$ cat config.mk
export PLATFORM = sky130hd
export DESIGN_NAME = native2axil_adapter
export DESIGN_NICKNAME = d
export VERILOG_FILES = /design/src/rtl/native2axil_adapter.sv
export SDC_FILE = /design/constraint.sdc
export NUM_CORES = 1
export LEC_CHECK = 0
export BUFFER_PORTS_ARGS = -buffer_cell sky130_fd_sc_hd__buf_2
export CAP_MARGIN = 30
export CORE_ASPECT_RATIO = 0.6
export CORE_MARGIN = 2
export CORE_UTILIZATION = 44
export DETAILED_ROUTE_END_ITERATION = 6
export GPL_TIMING_DRIVEN = 0
export PLACE_DENSITY_LB_ADDON = 0.3
export SLEW_MARGIN = 5
export SYNTH_ARGS = -nofsm -noshare
export SYNTH_HDL_FRONTEND = slang
export SYNTH_SLANG_ARGS = --single-unit
$ cat constraint.sdc
create_clock -name clk -period 1.8 [get_ports clk]
set_clock_uncertainty 0.05 [all_clocks]
set_input_delay 0.09 -clock clk [delete_from_list [all_inputs] [get_ports clk]]
set_output_delay 0.09 -clock clk [all_outputs]
set_load 0.05 [all_outputs]
$ cat src/rtl/native2axil_adapter.sv
// native2axil_adapter: AXI4-Lite master end of the native/AXI-Lite adapter pair.
// Each native request becomes exactly one AXI-Lite transaction, with one outstanding at a time.
// A nonzero native_wstrb selects a write (AW+W, then B). A zero strobe selects a read (AR, then R).
// Completion is signalled by a one-cycle native_ready pulse carrying native_rdata and native_err.
//
// Ports:
//   clk, rst_n            clock and asynchronous active-low reset
//   native_valid/ready    request valid (held until ready) / one-cycle completion pulse
//   native_addr/wdata/wstrb  request fields, sampled only when idle
//   native_rdata/err      read data (held until the next read) and not-OKAY response flag
//   m_axil_*              AXI4-Lite master channels AW, W, B, AR, R (prot tied to 3'b000)
//
// Every output is driven from a flop, so no input reaches an output combinationally.
module native2axil_adapter #(
  parameter int unsigned DATA_WIDTH = 32,
  parameter int unsigned ADDR_WIDTH = 32,
  parameter int unsigned STRB_WIDTH = DATA_WIDTH / 8
) (
  input  logic                  clk,
  input  logic                  rst_n,
  // native requester side
  input  logic                  native_valid,
  output logic                  native_ready,
  input  logic [ADDR_WIDTH-1:0] native_addr,
  input  logic [DATA_WIDTH-1:0] native_wdata,
  input  logic [STRB_WIDTH-1:0] native_wstrb,
  output logic [DATA_WIDTH-1:0] native_rdata,
  output logic                  native_err,
  // AXI4-Lite write address
  output logic [ADDR_WIDTH-1:0] m_axil_awaddr,
  output logic [2:0]            m_axil_awprot,
  output logic                  m_axil_awvalid,
  input  logic                  m_axil_awready,
  // AXI4-Lite write data
  output logic [DATA_WIDTH-1:0] m_axil_wdata,
  output logic [STRB_WIDTH-1:0] m_axil_wstrb,
  output logic                  m_axil_wvalid,
  input  logic                  m_axil_wready,
  // AXI4-Lite write response
  input  logic [1:0]            m_axil_bresp,
  input  logic                  m_axil_bvalid,
  output logic                  m_axil_bready,
  // AXI4-Lite read address
  output logic [ADDR_WIDTH-1:0] m_axil_araddr,
  output logic [2:0]            m_axil_arprot,
  output logic                  m_axil_arvalid,
  input  logic                  m_axil_arready,
  // AXI4-Lite read data
  input  logic [DATA_WIDTH-1:0] m_axil_rdata,
  input  logic [1:0]            m_axil_rresp,
  input  logic                  m_axil_rvalid,
  output logic                  m_axil_rready
);

  typedef enum logic [2:0] {
    StIdle,
    StWrReq,
    StWrResp,
    StRdReq,
    StRdData,
    StDone
  } state_e;

  state_e                state_q, state_d;
  logic [ADDR_WIDTH-1:0] addr_q, addr_d;
  logic [DATA_WIDTH-1:0] wdata_q, wdata_d;
  logic [STRB_WIDTH-1:0] wstrb_q, wstrb_d;
  logic                  awvalid_q, awvalid_d;
  logic                  wvalid_q, wvalid_d;
  logic                  bready_q, bready_d;
  logic                  arvalid_q, arvalid_d;
  logic                  rready_q, rready_d;
  logic                  ready_q, ready_d;
  logic                  err_q, err_d;
  logic [DATA_WIDTH-1:0] rdata_q, rdata_d;

  // A channel counts as done once its valid has already dropped or is handshaking now.
  logic aw_done, w_done;
  assign aw_done = !awvalid_q || m_axil_awready;
  assign w_done  = !wvalid_q || m_axil_wready;

  always_comb begin
    state_d   = state_q;
    addr_d    = addr_q;
    wdata_d   = wdata_q;
    wstrb_d   = wstrb_q;
    awvalid_d = awvalid_q;
    wvalid_d  = wvalid_q;
    bready_d  = bready_q;
    arvalid_d = arvalid_q;
    rready_d  = rready_q;
    ready_d   = 1'b0;
    err_d     = err_q;
    rdata_d   = rdata_q;

    unique case (state_q)
      StIdle: begin
        if (native_valid) begin
          addr_d  = native_addr;
          wdata_d = native_wdata;
          wstrb_d = native_wstrb;
          if (native_wstrb != '0) begin
            state_d   = StWrReq;
            awvalid_d = 1'b1;
            wvalid_d  = 1'b1;
          end else begin
            state_d   = StRdReq;
            arvalid_d = 1'b1;
          end
        end
      end
      StWrReq: begin
        if (awvalid_q && m_axil_awready) awvalid_d = 1'b0;
        if (wvalid_q && m_axil_wready)   wvalid_d  = 1'b0;
        if (aw_done && w_done) begin
          state_d  = StWrResp;
          bready_d = 1'b1;
        end
      end
      StWrResp: begin
        if (m_axil_bvalid) begin
          state_d  = StDone;
          bready_d = 1'b0;
          err_d    = (m_axil_bresp != 2'b00);
          ready_d  = 1'b1;
        end
      end
      StRdReq: begin
        if (m_axil_arready) begin
          state_d   = StRdData;
          arvalid_d = 1'b0;
          rready_d  = 1'b1;
        end
      end
      StRdData: begin
        if (m_axil_rvalid) begin
          state_d  = StDone;
          rready_d = 1'b0;
          rdata_d  = m_axil_rdata;
          err_d    = (m_axil_rresp != 2'b00);
          ready_d  = 1'b1;
        end
      end
      StDone: begin
        state_d = StIdle;
      end
      default: begin
        state_d = StIdle;
      end
    endcase
  end

  always_ff @(posedge clk or negedge rst_n) begin
    if (!rst_n) begin
      state_q   <= StIdle;
      addr_q    <= '0;
      wdata_q   <= '0;
      wstrb_q   <= '0;
      awvalid_q <= 1'b0;
      wvalid_q  <= 1'b0;
      bready_q  <= 1'b0;
      arvalid_q <= 1'b0;
      rready_q  <= 1'b0;
      ready_q   <= 1'b0;
      err_q     <= 1'b0;
      rdata_q   <= '0;
    end else begin
      state_q   <= state_d;
      addr_q    <= addr_d;
      wdata_q   <= wdata_d;
      wstrb_q   <= wstrb_d;
      awvalid_q <= awvalid_d;
      wvalid_q  <= wvalid_d;
      bready_q  <= bready_d;
      arvalid_q <= arvalid_d;
      rready_q  <= rready_d;
      ready_q   <= ready_d;
      err_q     <= err_d;
      rdata_q   <= rdata_d;
    end
  end

  assign native_ready   = ready_q;
  assign native_rdata   = rdata_q;
  assign native_err     = err_q;
  assign m_axil_awaddr  = addr_q;
  assign m_axil_awprot  = 3'b000;
  assign m_axil_awvalid = awvalid_q;
  assign m_axil_wdata   = wdata_q;
  assign m_axil_wstrb   = wstrb_q;
  assign m_axil_wvalid  = wvalid_q;
  assign m_axil_bready  = bready_q;
  assign m_axil_araddr  = addr_q;
  assign m_axil_arprot  = 3'b000;
  assign m_axil_arvalid = arvalid_q;
  assign m_axil_rready  = rready_q;

endmodule

; Word level (Yosys, flattened, before mapping)
; Index checks and enable logic that the tools add are counted.
[totals]
regBits = 110
input_bits = 112
output_inout_bits = 145
elab_cells = 79
[op_classes]
n_eq_ne = 13
muxes = 29
reduce_logical = 25
[op_table]
columns = operator, n
row1 = $ne A2 B2 Y1 const B, 9
row2 = $mux W1, 15
row3 = $mux W3, 5
row4 = $pmux W3 S5, 1
row5 = $pmux W1 S2, 7
row6 = $reduce_bool A2 Y1, 7
row7 = $reduce_and A4 Y1, 3
row8 = $reduce_and A3 Y1, 3
row9 = $eq A3 B2 Y1 const B, 2
row10 = $reduce_and A5 Y1, 1
row11 = $reduce_and A2 Y1, 2
row12 = $reduce_bool A4 Y1, 1
row13 = $eq A3 B1 Y1 const B, 1
row14 = $eq A3 B3 Y1 const B, 1
row15 = $logic_and A1 B1 Y1, 3
row16 = $logic_not A3 Y1, 1
row17 = $logic_not A1 Y1, 2
row18 = $logic_or A1 B1 Y1, 2
row19 = $mux W2, 1

; Depth between registers and ports, before layout
[logic_depth]
depth_word = 5
mapped_depth = 6

; Worst setup path after synthesis
; OpenSTA, ideal clock, no wires.
[synth_timing]
path_kind = register to register
from = register state_q[1]
to = register rdata_q[10] (netlist: native_rdata[10])
setup_time_ps = 125
t_arrival_ps = 1372
path_slack_ps = 253
path_stages_with_launch = 7
path_buffers = 2
synth_period_minus_slack_ps = 1547
path_cell_list = dfrtp_1 buf_4 nor2_4 nand2_1 nor2_4 buf_4 mux2_2
[synth_between]
elab_chain_cells = 2
[synth_lines]
columns = item, line_no
row1 = from (decl), 64  ; state_e state_q, state_d;
row2 = from (signal assigned), 155  ; state_q <= StIdle;
row3 = from (signal assigned), 168  ; state_q <= state_d;
row4 = $eq A3 B3 Y1, 96  ; unique case (state_q)
row5 = $reduce_and A2 Y1 (no line), -
row6 = to (signal assigned), 179  ; rdata_q <= rdata_d;
row7 = to (decl), 75  ; logic [DATA_WIDTH-1:0] rdata_q, rdata_d;
; Every way passes these cells.
; A chain may end at the register's enable or synchronous reset.

; Final worst setup path
[layout_timing]
from = register state_q[1]
to = register rdata_q[1] (netlist: native_rdata[1])
; Same word-level chain as after synthesis.

==> Flow_metrics.wiki <==
{| class="wikitable"
! Metric !! Value
|-
| Post-CTS setup repair buffer count || 0
|-
| Top cells by area, synth || dfrtp_1 60%, mux2_2 22%, buf_4 7.0%
|-
| Setup Total Neg Slack || 0 ns
|-
| Number of instances in the synthesized netlist || 313
|-
| Die Width || 136 µm
|-
| Global-route usage over all layers || 0.235
|-
| Required time at the worst-slack endpoint || 1.97 ns
|-
| Layout overhead on the synthesized area || 59.7%
|-
| Final period demand of the worst path || 1.76 ns
|-
| Number of vias per cell || 4.67
|-
| Crit path max-delay family || simple AND/OR/NAND/NOR gates
|-
| Routability-driven placement congestion ratio || 0.845
|-
| Clock buffer depth || 2
|-
| Most frequent cells in the layout || 254 x buf_2, 110 x dfrtp_1, 101 x dlygate4sd3_1, 92 x mux2_2, 44 x buf_4
|-
| Kind of critical path || register to register
|-
| Highest achievable clock rate || 0.568 GHz
|-
| Post-synth cell types || 32
|-
| Row count || 28
|-
| Clock tree from TritonCTS || done
|-
| Worst slew margin relative to its limit || 0.485
|-
| Share of post-route cells with drive strength above 1 || 0.614
|-
| Worst EP arrival || 1.93 ns
|-
| Instance area at placement || 6090 µm²
|-
| Overall via count from detail_route || 3,838
|-
| CP startpoint kind || register
|-
| Final critical-path share of the clock period || 0.978
|-
| Fraction of post-synthesis cell area in the top cell type by area || 0.596
|-
| Final setup viols || 0
|-
| Avg WL per Cell || 15.8 µm
|-
| Cell type with the largest total area after synthesis || dfrtp_1
|-
| Hold path cells || 4
|-
| Total core area || 10,000 µm²
|-
| Number of endpoints with negative hold slack in the final report || 0
|-
| Transition time at the pin with the least slew margin || 0.772 ns
|-
| Area enclosed by the die boundary || 11,400 µm²
|-
| Starting density of the core || 0.461
|-
| Share of flip-flops with an asynchronous set or reset || 1.00
|-
| Final standard cell utilization of the core || 0.736
|-
| Number of filler instances in the final layout || 675
|-
| Clk sink count || 110
|-
| Maximum level of the CTS H-tree || 3
|-
| Worst Path Max Fanout || 10
|-
| Depth of the worst register-to-register path || 6
|-
| Yosys reg bits || 110
|-
| Crit path capture type || register
|-
| Number of flops mapped to enable cells by yosys || 0
|-
| Number of antenna violations at the first check in global routing || 0
|-
| Number of buffer and inverter stages on the critical path || 2
|-
| Yosys warning total || 0
|-
| Clock transition at path regs || 0.07 ns
|-
| Clk_lat worst skew || 0.34 ns
|-
| Dpl hpwl || 8340 µm
|-
| Unrepaired setup endpoints after global routing || yes
|-
| Predominant post-synthesis flop cell || dfrtp_1
|-
| Path category of the worst min-delay check || input pin to register
|-
| Total detailed-routing wirelength || 13,000 µm
|-
| Total clock buffers created by CTS || 9
|-
| Count of nets after finishing || 793
|-
| Leading cell type in the layout, fill and taps excluded || buf_2
|-
| Part of the Yosys area used for sequential elements || 0.596
|-
| Design Area, Final || 7370 µm²
|-
| Count of antenna-violating nets left after detailed routing || 0
|-
| Critical Path Slowest Stage Cell || dfrtp_1
|-
| Clk Tree Root Cell || clkbuf_16
|-
| Logic depth of the worst path, buffers included || 6
|-
| First-pass GRT wire length || 20,800 µm
|-
| Diodes inserted || 0
|-
| Slowest stage delay, CP || 0.36 ns
|-
| Max-cap violation count || 0
|-
| Die Y || 83.3 µm
|-
| Port Buffer Count || 250
|-
| Vias in the first global route || 4,165
|-
| Global route overflow || 0
|-
| Post-synthesis cell area || 4620 µm²
|-
| Status || complete, no violations
|-
| Number of primary I/O pins || 257
|-
| Critical Path, Cell by Cell || buf_4, nor2_4, nand2_1, nor2_4, buf_4, mux2_2
|-
| Final Max Slew Viols || 0
|-
| Violation count after the first detailed-route iteration || 116
|-
| DRC violation count after routing || 0
|-
| Largest net degree at the start of global routing || 61
|-
| Register Area || 2750 µm²
|-
| Mean instance size in the synthesized netlist || 14.8 µm²
|-
| Area of the multi-input gates || 1490 µm²
|-
| 1st-pass router iterations || 4
|}
[metal layers]
metal / wire length [µm] / vias up / GRT usage / share of wire
li1: - / 1781 / - / -
met5: 0 / - / 0 / 0
met4: 199 / 0 / 0.0653 / 0.015
met1: 5040 / 1882 / 0.265 / 0.39
met2: 6760 / 156 / 0.425 / 0.52
met3: 975 / 19 / 0.0739 / 0.075
[synthesized netlist by cell type (3+ instances only)]
library cell	number
dfrtp_1	110
mux2_2	92
buf_4	43
mux2_4	9
nand2_1	9
o21ai_0	7
buf_2	5
inv_1	4
nor2_1	4
a21oi_1	3
a31oi_1	3
[worst reg2reg max path, delay by kind of cell, from the launching register on]
family,cells,cell delay (ns)
buffers and inverters,2,0.41
flip-flops,1,0.36
multiplexers,1,0.36
AND/OR/NAND/NOR,3,0.48
[state kept, by name, summed over array words and instances (netlist names), 3 cells and up]
register	cells
m_axil_araddr	32
m_axil_wdata	32
m_axil_wstrb	4
state_q	3
native_rdata	32
[path summary, 6_finish.rpt]
kind	startpoint	to	slack [ns]
worst min register to register	native_rdata[6]$_DFFE_PN0P_	native_rdata[6]$_DFFE_PN0P_	0.45
worst min-delay path	m_axil_wready	m_axil_wvalid$_DFFE_PN0P_	0.01
max in group asynchronous	rst_n	state_q[1]$_DFFE_PN0P_	0.63
worst max-delay path	state_q[1]$_DFFE_PN0P_	native_rdata[1]$_DFFE_PN0P_	0.04
min in group asynchronous	rst_n	native_rdata[12]$_DFFE_PN0P_	0.35
worst max register to register	state_q[1]$_DFFE_PN0P_	native_rdata[1]$_DFFE_PN0P_	0.04
[stage by stage]
| step | cells | hold slack [ns] | setup slack [ns] |
|---|---|---|---|
| finish | 821 | 0.0134 | 0.0403 |
| global route | 821 | 0.0106 | -0.0345 |
| CTS | 821 | 0.00702 | 0.0330 |
| detailed placement | 704 | 0.171 | 0.0462 |
| global placement | 703 | 0.257 | -0.603 |
| floorplan | 318 | -0.256 | 0.253 |
[cell families (layout without fill, tap and decap cells)]
| group | count (synthesis) | after routing | share of synthesized area |
|---|---|---|---|
| flip-flops | 110 | 110 | 0.596 |
| multiplexers | 103 | 103 | 0.258 |
| buffers and inverters | 55 | 423 | 0.0843 |
| AND/OR/NAND/NOR | 23 | 23 | 0.0325 |
| AO/OA/AOI/OAI | 21 | 21 | 0.0279 |
| other | 1 | 6 | 0.000812 |
[final cells by class]
class / instances / area share
clock inverters: 6 / 0.00628
clock buffers: 10 / 0.0311
multi-input cells: 153 / 0.203
inverters: 4 / 0.00204
flip-flops and latches: 110 / 0.373
repair buffers: 352 / 0.311
well taps: 135 / 0.0229
plain buffers: 51 / 0.0507
[repair_timing]
action / in CTS / in global routing
endpoints found under the setup margin: 0 / 29
hold buffers: 101 / 0
endpoints found under the hold margin: 159 / 0
gates resized for setup: 0 / 0
Power is left out: the tool's default activity adds up to more than one toggle a clock period on the data nets, which glitch-free logic cannot reach.
